File: config.mk
export PLATFORM = sky130hd
export DESIGN_NAME = pc_unit_flat
export DESIGN_NICKNAME = d
export VERILOG_FILES = /design/src/rtl/pc_unit_if.sv /design/src/rtl/pc_unit.sv /design/src/flat_wrapper.sv
export SDC_FILE = /design/constraint.sdc
export NUM_CORES = 1
export LEC_CHECK = 0
export CAP_MARGIN = 15
export CELL_PAD_IN_SITES_DETAIL_PLACEMENT = 2
export CELL_PAD_IN_SITES_GLOBAL_PLACEMENT = 2
export CORE_ASPECT_RATIO = 0.8
export CORE_MARGIN = 8
export CORE_UTILIZATION = 40
export CTS_CLUSTER_SIZE = 8
export DETAILED_ROUTE_END_ITERATION = 10
export PLACE_DENSITY_LB_ADDON = 0.2
export SYNTH_ARGS = -nofsm -noshare
export SYNTH_HDL_FRONTEND = slang
export SYNTH_SLANG_ARGS = --single-unit
File: constraint.sdc
create_clock -name clk -period 12.2 [get_ports clk]
set_clock_uncertainty 0.05 [all_clocks]
set_input_delay 2.44 -clock clk [delete_from_list [all_inputs] [get_ports clk]]
set_output_delay 2.44 -clock clk [all_outputs]
set_load 0.02 [all_outputs]
File: src/rtl/pc_unit_if.sv
// Request/response bundle between the fetch controller and the PC unit.
// The master drives redirect requests; the slave (pc_unit) returns the PC and RAS status.
interface pc_unit_if #(
  parameter int unsigned WIDTH = 32
);
  logic             stall;
  logic             trap;
  logic             branch_taken;
  logic [WIDTH-1:0] branch_target;
  logic             jump;
  logic             call;
  logic [WIDTH-1:0] jump_target;
  logic             ret;
  logic [WIDTH-1:0] pc_out;
  logic             pc_valid;
  logic             ras_empty;
  logic             ras_full;
  logic             ras_underflow;

  modport master (
    output stall, trap, branch_taken, branch_target, jump, call, jump_target, ret,
    input  pc_out, pc_valid, ras_empty, ras_full, ras_underflow
  );

  modport slave (
    input  stall, trap, branch_taken, branch_target, jump, call, jump_target, ret,
    output pc_out, pc_valid, ras_empty, ras_full, ras_underflow
  );
endinterface

File: src/rtl/pc_unit.sv
// Program-counter unit: sequential increment, stall, prioritised redirects
// (trap > branch > stall > call > jump > ret) and a circular return-address stack.
module pc_unit #(
  parameter int unsigned      WIDTH        = 32,
  parameter int unsigned      INC          = 4,
  parameter logic [WIDTH-1:0] RESET_VECTOR = '0,
  parameter logic [WIDTH-1:0] TRAP_VECTOR  = WIDTH'(256),
  parameter int unsigned      RAS_DEPTH    = 4
) (
  input logic      clk,
  input logic      reset,
  pc_unit_if.slave bus
);

  localparam int unsigned PtrW = (RAS_DEPTH > 1) ? $clog2(RAS_DEPTH) : 1;
  localparam int unsigned CntW = $clog2(RAS_DEPTH + 1);
  localparam logic [CntW-1:0] CntFull = CntW'(RAS_DEPTH);

  logic [WIDTH-1:0] pc_q, pc_d;
  logic             valid_q, valid_d;
  logic             under_q, under_d;
  logic [PtrW-1:0]  top_q, top_d;
  logic [CntW-1:0]  cnt_q, cnt_d;
  logic             push;
  logic [WIDTH-1:0] pc_inc;
  logic [WIDTH-1:0] ras_mem [RAS_DEPTH];

  assign pc_inc = pc_q + WIDTH'(INC);

  // Next-state selection by fixed priority; exactly one action per cycle.
  always_comb begin
    pc_d    = pc_q;
    valid_d = 1'b1;
    under_d = 1'b0;
    top_d   = top_q;
    cnt_d   = cnt_q;
    push    = 1'b0;
    if (!valid_q) begin
      // First edge out of reset: hold the reset vector for one cycle and mark it valid.
      pc_d = RESET_VECTOR;
    end else if (bus.trap) begin
      pc_d  = TRAP_VECTOR;
      cnt_d = '0;
    end else if (bus.branch_taken) begin
      pc_d = bus.branch_target;
    end else if (bus.stall) begin
      pc_d = pc_q;
    end else if (bus.call) begin
      pc_d  = bus.jump_target;
      push  = 1'b1;
      // Pointer wraps naturally; when full the new entry lands on the oldest slot.
      top_d = top_q + PtrW'(1);
      if (cnt_q != CntFull) begin
        cnt_d = cnt_q + CntW'(1);
      end
    end else if (bus.jump) begin
      pc_d = bus.jump_target;
    end else if (bus.ret) begin
      if (cnt_q != '0) begin
        pc_d  = ras_mem[top_q];
        top_d = top_q - PtrW'(1);
        cnt_d = cnt_q - CntW'(1);
      end else begin
        pc_d    = pc_inc;
        under_d = 1'b1;
      end
    end else begin
      pc_d = pc_inc;
    end
  end

  // Control state register with synchronous active-low reset.
  always_ff @(posedge clk) begin
    if (!reset) begin
      pc_q    <= RESET_VECTOR;
      valid_q <= 1'b0;
      under_q <= 1'b0;
      top_q   <= '0;
      cnt_q   <= '0;
    end else begin
      pc_q    <= pc_d;
      valid_q <= valid_d;
      under_q <= under_d;
      top_q   <= top_d;
      cnt_q   <= cnt_d;
    end
  end

  // Return-address storage; contents are meaningless beyond the count, so no reset.
  always_ff @(posedge clk) begin
    if (reset && push) begin
      ras_mem[top_d] <= pc_inc;
    end
  end

  assign bus.pc_out        = pc_q;
  assign bus.pc_valid      = valid_q;
  assign bus.ras_underflow = under_q;
  assign bus.ras_empty     = (cnt_q == '0);
  assign bus.ras_full      = (cnt_q == CntFull);

endmodule

File: src/flat_wrapper.sv
// flat-port wrapper written by rule: the top's interface ports become plain ports
module pc_unit_flat 
#(
  parameter int unsigned      WIDTH        = 32,
  parameter int unsigned      INC          = 4,
  parameter logic [WIDTH-1:0] RESET_VECTOR = '0,
  parameter logic [WIDTH-1:0] TRAP_VECTOR  = WIDTH'(256),
  parameter int unsigned      RAS_DEPTH    = 4
)
  (clk, reset, bus_stall, bus_trap, bus_branch_taken, bus_branch_target, bus_jump, bus_call, bus_jump_target, bus_ret, bus_pc_out, bus_pc_valid, bus_ras_empty, bus_ras_full, bus_ras_underflow);
  pc_unit_if #(.WIDTH(WIDTH)) bus_i ();
  input logic clk;
  input logic reset;
  input wire logic [$bits(bus_i.stall)-1:0] bus_stall;
  input wire logic [$bits(bus_i.trap)-1:0] bus_trap;
  input wire logic [$bits(bus_i.branch_taken)-1:0] bus_branch_taken;
  input wire logic [$bits(bus_i.branch_target)-1:0] bus_branch_target;
  input wire logic [$bits(bus_i.jump)-1:0] bus_jump;
  input wire logic [$bits(bus_i.call)-1:0] bus_call;
  input wire logic [$bits(bus_i.jump_target)-1:0] bus_jump_target;
  input wire logic [$bits(bus_i.ret)-1:0] bus_ret;
  output wire logic [$bits(bus_i.pc_out)-1:0] bus_pc_out;
  output wire logic [$bits(bus_i.pc_valid)-1:0] bus_pc_valid;
  output wire logic [$bits(bus_i.ras_empty)-1:0] bus_ras_empty;
  output wire logic [$bits(bus_i.ras_full)-1:0] bus_ras_full;
  output wire logic [$bits(bus_i.ras_underflow)-1:0] bus_ras_underflow;
  assign bus_i.stall = bus_stall;
  assign bus_i.trap = bus_trap;
  assign bus_i.branch_taken = bus_branch_taken;
  assign bus_i.branch_target = bus_branch_target;
  assign bus_i.jump = bus_jump;
  assign bus_i.call = bus_call;
  assign bus_i.jump_target = bus_jump_target;
  assign bus_i.ret = bus_ret;
  assign bus_pc_out = bus_i.pc_out;
  assign bus_pc_valid = bus_i.pc_valid;
  assign bus_ras_empty = bus_i.ras_empty;
  assign bus_ras_full = bus_i.ras_full;
  assign bus_ras_underflow = bus_i.ras_underflow;
  pc_unit #(.WIDTH(WIDTH), .INC(INC), .RESET_VECTOR(RESET_VECTOR), .TRAP_VECTOR(TRAP_VECTOR), .RAS_DEPTH(RAS_DEPTH)) u_core (.clk(clk), .reset(reset), .bus(bus_i));
endmodule
# Word-level counts from Yosys, hierarchy flattened
# Memories as Yosys holds them, arrays and structs flattened. A register that Yosys moved wholly into a read port is not among the register bits.
# Cells that the tools add are included.
# classes
n_addsub,5
multipliers,0
n_div,0
order_cmp,0
n_eq_ne,8
shift,0
muxes,33
n_bitwise,3
n_reduce_logical,9
# op_table
op,n
32-bit two-way mux,6
"32-bit by 3-bit adder with 32-bit output, second input constant",1
3-bit two-way mux,8
2-bit two-way mux,9
1-bit two-way mux,9
9-bit two-way mux,1
3-bit nonzero test,3
8-bit OR reduction,1
7-bit AND reduction,1
"3-bit by 2-bit inequality test with 1-bit output, second input constant",2
"2-bit by 1-bit inequality test with 1-bit output, second input constant",2
"3-bit by 1-bit adder with 3-bit output, second input constant",1
"3-bit == test, second input constant",1
3-bit logical NOT,1
"3-bit by 1-bit inequality test with 1-bit output, second input constant",1
"3-bit inequality test, second input constant",1
1-bit inverter,3
3-bit OR reduction,1
"3-bit by 1-bit subtractor with 3-bit output, second input constant",1
"2-bit by 1-bit adder with 2-bit output, second input constant",1
"2-bit inequality test, second input constant",1
2-bit AND reduction,1
"2-bit by 1-bit subtractor with 2-bit output, second input constant",1
1-bit logical AND,1
# word_totals
register_bits,39
latchBits,0
ramBits,128
rom_bits,0
inputBits,72
output_inout_bits,36
mem_count,1
# memory_table
memory,words,word_bits,rd,rd_clocked_by_memory_dff,write_ports,line_no,rtl
u_core.ras_mem,4,32,1,1,1,pc_unit.sv:26,logic [WIDTH-1:0] ras_mem [RAS_DEPTH];

# Longest topological paths before layout
# Gate-level depths: netlist (run 1).
# logic_depth
word_depth,10
mapped_depth,8
ltp_nobuf,7

# Least setup slack after synthesis (run 1)
# Ideal clock, no wire load.
# synth_path
path_kind,input to register
startpoint,in bus_call
endpoint,mem u_core.ras_mem[3][0] (enable)
arrival_ns,5.083
path_slack_ns,6.635
path_stages,8
path_cell_list,buf_2 or2_1 buf_2 nor2_4 buf_4 xnor2_1 nand2b_1 a21oi_1
# synth_via
elab_chain_cells,8
elab_cells_between_ends,13
classes_between,mux: 12; reduce/logical: 1
# synth_lines
element,line_no,rtl
start: declaration,flat_wrapper.sv:19,input wire logic [$bits(bus_i.call)-1:0] bus_call;
1-bit two-way mux,pc_unit.sv:48,end else if (bus.call) begin
1-bit two-way mux,pc_unit.sv:46,end else if (bus.stall) begin
1-bit two-way mux,pc_unit.sv:44,end else if (bus.branch_taken) begin
1-bit two-way mux,pc_unit.sv:41,end else if (bus.trap) begin
1-bit two-way mux,pc_unit.sv:38,if (!valid_q) begin
1-bit logical AND,pc_unit.sv:91,if (reset && push) begin
1-bit two-way mux,pc_unit.sv:91,
1-bit two-way mux (not written as such),pc_unit.sv:92,ras_mem[top_d] <= pc_inc;
end: declaration,pc_unit.sv:26,
# Parallel ways exist; a longest one is shown, timed or not.

# Worst setup path after layout (run 1)
# layout_path
startpoint,in bus_call
endpoint,mem u_core.ras_mem[3][22] (enable)
# Same word-level chain as after synthesis.

==> summary.txt, run 1 <==
Run status
  – Status: completed

Synthesis
  – Post-Syn Nets: 670
  – Leading area contributor after synthesis: edfxtp_1
  – Yosys reg bits: 167
  – Yosys warns: 0
  – Async set-reset flop share out of synthesis: 0%
  – Post-synth EDFFs: 128
  – Post-synth top area share: 49.1%
  – Sequential share of the synthesized area: 59.1%
  – Yosys cell types: 72
  – Count leader, synth: edfxtp_1
  – Area contributors post-synth: edfxtp_1 (49%), dfxtp_1 (10%), mux4_2 (9.2%)
  – Synth Flop Type: edfxtp_1
  – Mapped Avg Cell Area: 13.1 um2
  – Mapped Area: 7820 um2
  – Mapped Cells: 596
  – Most instantiated cells after synthesis: edfxtp_1 (128), nand2_1 (51), dfxtp_1 (39)

Timing
  – Setup TNS: 0 ns
  – Actual slew at the worst max-slew pin: 1.02 ns
  – Rel. slew slack: 31.8%
  – Final period util: 42.7%
  – Fmax: 0.192 GHz
  – Endpoints failing setup: 0
  – Final Critical Period: 5.21 ns
  – Fin. Hold Viols: 0
  – RSZ-0062 raised after global routing: false
  – Final setup margin: about 7 ns
  – Slew Viols, Final: 0

Worst setup path
  – Req. time, crit path: ~12 ns
  – Crit end category: register
  – Crit start category: input port
  – R2R setup slack: 9.36 ns
  – R2r startpoint: u_core.cnt_q[0]
  – Worst Path Arrival: approximately 5.2 ns
  – Setup crit start: bus_call
  – Worst reg2reg path depth: 7
  – Setup Crit Path Kind: input port to register
  – Crit Path Max Fanout: 32
  – Critical R2R Capture: u_core.ras_mem[3][22]

Layout
  – Layout cells sized above 1: 14.7%
  – Register area: 4630 um2
  – Filler cells: 1781
  – Multi-input gate area: 2970 um2
  – Inserted Diodes: 0
  – Layout Area Growth over Synthesis: 25.7%
  – Fin nets: 773

Clock tree
  – Clock Tree Root: clkbuf_16
  – Post-CTS setup buffer count: 0
  – Clock Latency Late Sink: 0.44 ns
  – CTS clk-pin slew, worst paths: approximately 0.06 ns
  – H-tree Lvls: 4
  – Clock tree from TritonCTS: built
  – CTS Sinks: 167
  – Post-CTS sizing: 0
  – CTS Hold Buffers Added: 0
  – Total CTS buffers: 17
  – CTS max path bufs: 2

Flow run
  – Max-cap viol count: 0

Power and ir drop
  – PwrDens: around 140 nW/um2
  – Pleak: 0.00323 uW
  – VDD IR max: 0.0926 mV

GRT
  – Largest net degree at the start of global routing: 55
  – Grt ovf: 0
  – Tot GR Track Use: 24.5%
  – Initial antenna violation count: 0
  – Vias in the first global route: 6774
  – First-pass GRT wire length: 43.6 mm

Drt
  – Final ANT Viol Nets: 0
  – DR vias: 5959
  – DR pass1 iterations: 5
  – DRT Wirelength: about 29 mm
  – DR DRC count: 0
  – DR iter-0 viols: 444
  – Wire length per cell: roughly 30 um
  – Via density: 6.14

Die
  – I/O pins: 108
  – Starting density of the core: just over 40%
  – DIE HEIGHT: 141 um
  – Die width: 172 um
  – Area of the core: 19100 um2
  – # rows: 45
  – Die Footprint: between 20000 and 25000 um2

Placed design
  – RD Place Congestion: 0.784
  – Pre-CTS setup slack: 6.62 ns
  – Hpwl dp: 17.6 mm
  – I/O Buffers: 107

Worst hold path
  – Hold depth: 0
  – Hold crit path type: register to register
  – WHS Endpoint: u_core.ras_mem[3][0]
-- critical path: stages --
cell and delay, ns:
clkdlybuf4s50_1 0.58, or2_1 0.29, buf_4 0.26, nor2_4 0.53
xnor2_1 0.19, nand2b_1 0.22, a21oi_4 0.14, buf_4 0.51
-- cells by family after synthesis --
group / Yosys count / share of synthesized area [%]
and+or+nand+nor: 163 / 11.1
buffers and inverters: 54 / 3.26
adders and majority gates: 2 / 0.416
muxes: 35 / 9.60
AOI/OAI and AO/OA: 145 / 13.0
xor gates and xnor gates: 30 / 3.45
DFF: 167 / 59.1
-- sequential cells by signal, summed over array words and instances, names as in the netlist, named ones only --
register	count
u_core.bus.pc_out	30
u_core.ras_mem	128
u_core.bus.pc_valid	1
u_core.cnt_q	3
u_core.top_q	2
u_core.bus.ras_underflow	1
-- metal layers --
| layer | up-vias | global-route usage, % | part of all wire (%) |
|---|---|---|---|
| met1 | 3165 | 31.1 | 42 |
| li1 | 2521 | - | - |
| met3 | 41 | 5.05 | 6.4 |
| met4 | 0 | 8.79 | 1.9 |
| met2 | 232 | 40.8 | 50 |
| met5 | - | 0 | 0 |
-- stage by stage --
stage	cell area, um2	power (uW)	hold slack (ns)	std cells	utilization [%]
floorplan	7820	672	0.421	596	-
global placement	9150	720	0.447	938	48.0
detailed placement	9150	724	0.481	938	48.0
CTS	9840	1360	0.499	970	51.5
global route	9840	1390	0.516	970	51.5
finish	9840	1350	0.494	970	51.5
-- worst max path at each step --
stage                            endpoint  depth (start not counted)
global route        u_core.ras_mem[3][20]                          8
floorplan            u_core.ras_mem[3][0]                          8
CTS                 u_core.ras_mem[3][20]                          8
finish              u_core.ras_mem[3][22]                          8
global placement     u_core.ras_mem[3][3]                          8
detailed placement   u_core.ras_mem[3][4]                          8
-- layout by cell type (no fill, tap or decap), types with 10 or more instances in the layout --
master             n
o21ai_0           26
nor3_1            12
xnor2_1           20
nand4_1           10
dfxtp_1           38
nand2_1           51
edfxtp_1         128
buf_4             15
clkdlybuf4s50_1  106
inv_1             16
mux4_2            32
clkbuf_16         17
a21oi_1           35
nor2_1            27
nand3_1           21
-- power by group --
group          internal, uW  switching [uW]
registers               611            7.96
logic                  43.2            51.9
clock network           405             234
total                  1060             293
-- cell type report --
type / instances / area share [%]
clock inverters: 13 / 2.57
well taps: 258 / 3.28
repair buffers: 122 / 12.0
clock buffers: 19 / 4.40
multi-input cells: 375 / 30.1
inverters: 16 / 0.610
flip-flops and latches: 167 / 47.0
(Power assumes the default switching activity.)
==> inputs of run 2 (changes only) <==
--- a/config.mk
+++ b/config.mk
@@ -10,7 +10,7 @@
 export CELL_PAD_IN_SITES_GLOBAL_PLACEMENT = 2
 export CORE_ASPECT_RATIO = 0.8
 export CORE_MARGIN = 8
-export CORE_UTILIZATION = 40
+export CORE_UTILIZATION = 38
 export CTS_CLUSTER_SIZE = 8
 export DETAILED_ROUTE_END_ITERATION = 10
 export PLACE_DENSITY_LB_ADDON = 0.2
==> constraint.sdc (replaced) <==
create_clock -name clk -period 5.1 [get_ports clk]
set_clock_uncertainty 0.05 [all_clocks]
set_input_delay 1.02 -clock clk [delete_from_list [all_inputs] [get_ports clk]]
set_output_delay 1.02 -clock clk [all_outputs]
set_load 0.02 [all_outputs]
==> run 2 against run 1 <==
- register-to-register slack worse by 6.9 ns
- hold slack better by 0.020 ns
- final cell count is 1.6% higher
- critical path type unchanged
- clock power is 110% higher
- utilization is 3.6 points lower
- critical path depth is 1 lower
- worst setup slack worse by 5.3 ns
- wire length is 3.2% lower
- design area is 0.33% lower
- total power is 120% higher
- via count is 1.6% lower
- non-clock buffer count is 5 higher
==> summary.txt, run 2 (synthesized netlist as in run 1, its figures left out) <==
Drt
  – DR vias: 5862 (-1.6%)
  – Wire length per cell: 28.3 um (-4.8%)
  – DR iter-0 viols: 460 (+3.6%)
  – DR DRC count: 0 (unchanged)
  – Final ANT Viol Nets: 0 (unchanged)
  – DR pass1 iterations: 6 (+1)
  – DRT Wirelength: 27.9 mm (-3.2%)
  – Via density: 5.95 (-3.2%)

Layout
  – Inserted Diodes: 0 (unchanged)
  – Filler cells: 1998 (+12%)
  – Commonest cells after routing, fill and taps aside: edfxtp_1 (128), clkdlybuf4s50_1 (106), nand2_1 (51), dfxtp_1 (38), a21oi_1 (35)
  – Fin nets: 778 (+0.65%)
  – Largest Register: u_core.ras_mem
  – Max reg flops: 128 (unchanged)
  – Design Area, Final: 9810 um2 (-0.33%)
  – Layout Area Growth over Synthesis: 25.3%
  – Layout cells sized above 1: 15.2% (+0.46 points)
  – Most common cell after layout, fill and taps aside: edfxtp_1

GRT
  – Top Usage Layer GRT: met2
  – Vias in the first global route: 6514 (-3.8%)
  – Tot GR Track Use: 22.4% (-2.1 points)
  – GRT met2 Usage: 36.9% (-4.0 points)
  – First-pass GRT wire length: 41.8 mm (-4.2%)
  – Grt ovf: 0 (unchanged)
  – Met3 Use GR: 4.57% (-0.48 points)
  – Initial antenna violation count: 0 (unchanged)
  – Largest net degree at the start of global routing: 43 (-22%)
  – Met1 usage: 29.4% (-1.7 points)

Timing
  – Final setup margin: 1.67 ns (-5.32 ns)
  – Fin. Hold Viols: 0 (unchanged)
  – Setup TNS: 0 ns (unchanged)
  – Endpoints failing setup: 0 (unchanged)
  – Final Critical Period: between 3 and 4 ns
  – Final period util: around two thirds
  – Rel. slew slack: 36.7% (+4.9 points)
  – Actual slew at the worst max-slew pin: 0.948 ns (-0.0737 ns)
  – Slew Viols, Final: 0 (unchanged)
  – Fmax: 0.292 GHz
  – RSZ-0062 raised after global routing: false

Die
  – Die width: 176 um (+2.4%)
  – Die Footprint: 25500 um2 (+4.7%)
  – Area of the core: 20500 um2 (+7.2%)
  – I/O pins: 108 (unchanged)
  – Starting density of the core: 38.2% (-2.8 points)
  – # rows: 47 (+4.4%)
  – DIE HEIGHT: 144 um (+2.3%)

Worst setup path
  – Worst Path Arrival: 3.45 ns (-1.77 ns)
  – Worst reg2reg path depth: 5 (-2)
  – CP max stage delay: 0.61 ns (+0.03 ns)
  – CP max-delay cell: clkdlybuf4s50_1
  – Bufs and invs on worst path: 2 (-1)
  – Crit end category: register
  – Req. time, crit path: 5.12 ns (-7.10 ns)
  – Crit Path Max Fanout: 32 (unchanged)
  – Crit start category: input port
  – CP cell instances: clkdlybuf4s50_1 > or2_1 > nor2_4 > xnor2_1 > nand2b_1 > a21oi_4 > buf_4
  – Setup Crit Path Kind: input port to register
  – Stages on the worst setup path: 7 (-1)
  – CP top delay family: buffers and inverters

Clock tree
  – Post-CTS sizing: 0 (unchanged)
  – CTS Sinks: 167 (unchanged)
  – CTS clk-pin slew, worst paths: 0.07 ns (about the same)
  – H-tree Lvls: 4 (unchanged)
  – CTS max path bufs: 2 (unchanged)
  – CTS Hold Buffers Added: 0 (unchanged)
  – Post-CTS setup buffer count: 0 (unchanged)
  – Total CTS buffers: 17 (unchanged)
  – Clock Tree Root: clkbuf_16
  – Clock Latency Late Sink: 0.44 ns (about the same)
  – Clock tree from TritonCTS: built

Power and ir drop
  – Pleak: 0.00321 uW (-0.71%)
  – PwrDens: 308 nW/um2 (+120%)
  – VDD IR max: 0.213 mV (+130%)
  – Pwr Total: 3020 uW (+120%)

Worst hold path
  – Hold depth: 2 (+2)
  – Hold crit path type: register to register

Placed design
  – Pre-CTS setup slack: 1.19 ns (-5.42 ns)
  – RD Place Congestion: 0.778 (-0.75%)
  – Hpwl dp: 18.4 mm (+4.5%)
  – I/O Buffers: 107 (unchanged)
  – Dpl cell area: 9200 um2 (+0.48%)

Run status
  – Status: completed

Flow run
  – Max-cap viol count: 0 (unchanged)
-- run 2: cell count changes in the layout (fill, tap and decap cells not counted), sizes merged --
cell,before,now
bufinv,7,3
clkinv,3,6
buf,16,21
clkinvlp,2,4
inv,17,16
-- run 2: layout make-up --
cell class	instances	area, um2	share of cell area (%)
clock buffer	19	433	4.41
clock inverter	13	156	1.59
inverter	16	60.1	0.612
multi-input combinational	375	2970	30.2
sequential	167	4630	47.2
tap	269	337	3.43
timing repair buffer	127	1230	12.5
-- run 2: per-layer routing --
layer / part of all wire (%) / wire, um
met1: 44 / 12200
met4: 1.8 / 492
met3: 5.8 / 1620
met5: 0 / 0
met2: 49 / 13600
-- run 2: final timing paths --
check,startpoint,to,slack [ns]
worst max-delay path,bus_call,u_core.ras_mem[3][24],1.67
worst min-delay path,register,register,0.51
worst max register to register,u_core.top_q[1],u_core.bus.pc_out[27],2.41
worst min register to register,register,register,0.51
-- run 2: where the power goes --
part,total (uW),switching [uW],internal [uW]
Sequential,1480,17.8,1460
Clock,1310,546,766
Combinational,232,127,105
Total,3020,690,2330
-- run 2: stage by stage --
step | cells | util, % | hold slack, ns
2_1_floorplan | 596 | - | 0.421
3_3_place_gp | 953 | 44.9 | 0.464
3_5_place_dp | 953 | 44.9 | 0.499
4_1_cts | 985 | 47.8 | 0.514
5_1_grt | 986 | 47.9 | 0.529
6_report | 986 | 47.9 | 0.514
-- run 2: worst register-to-register path, delay by kind of cell (launching register included) --
kind | cells | cell delay, ns
buf+inv | 1 | 0.53
mux | 1 | 0.40
compound gates | 3 | 0.80
flops | 1 | 0.80
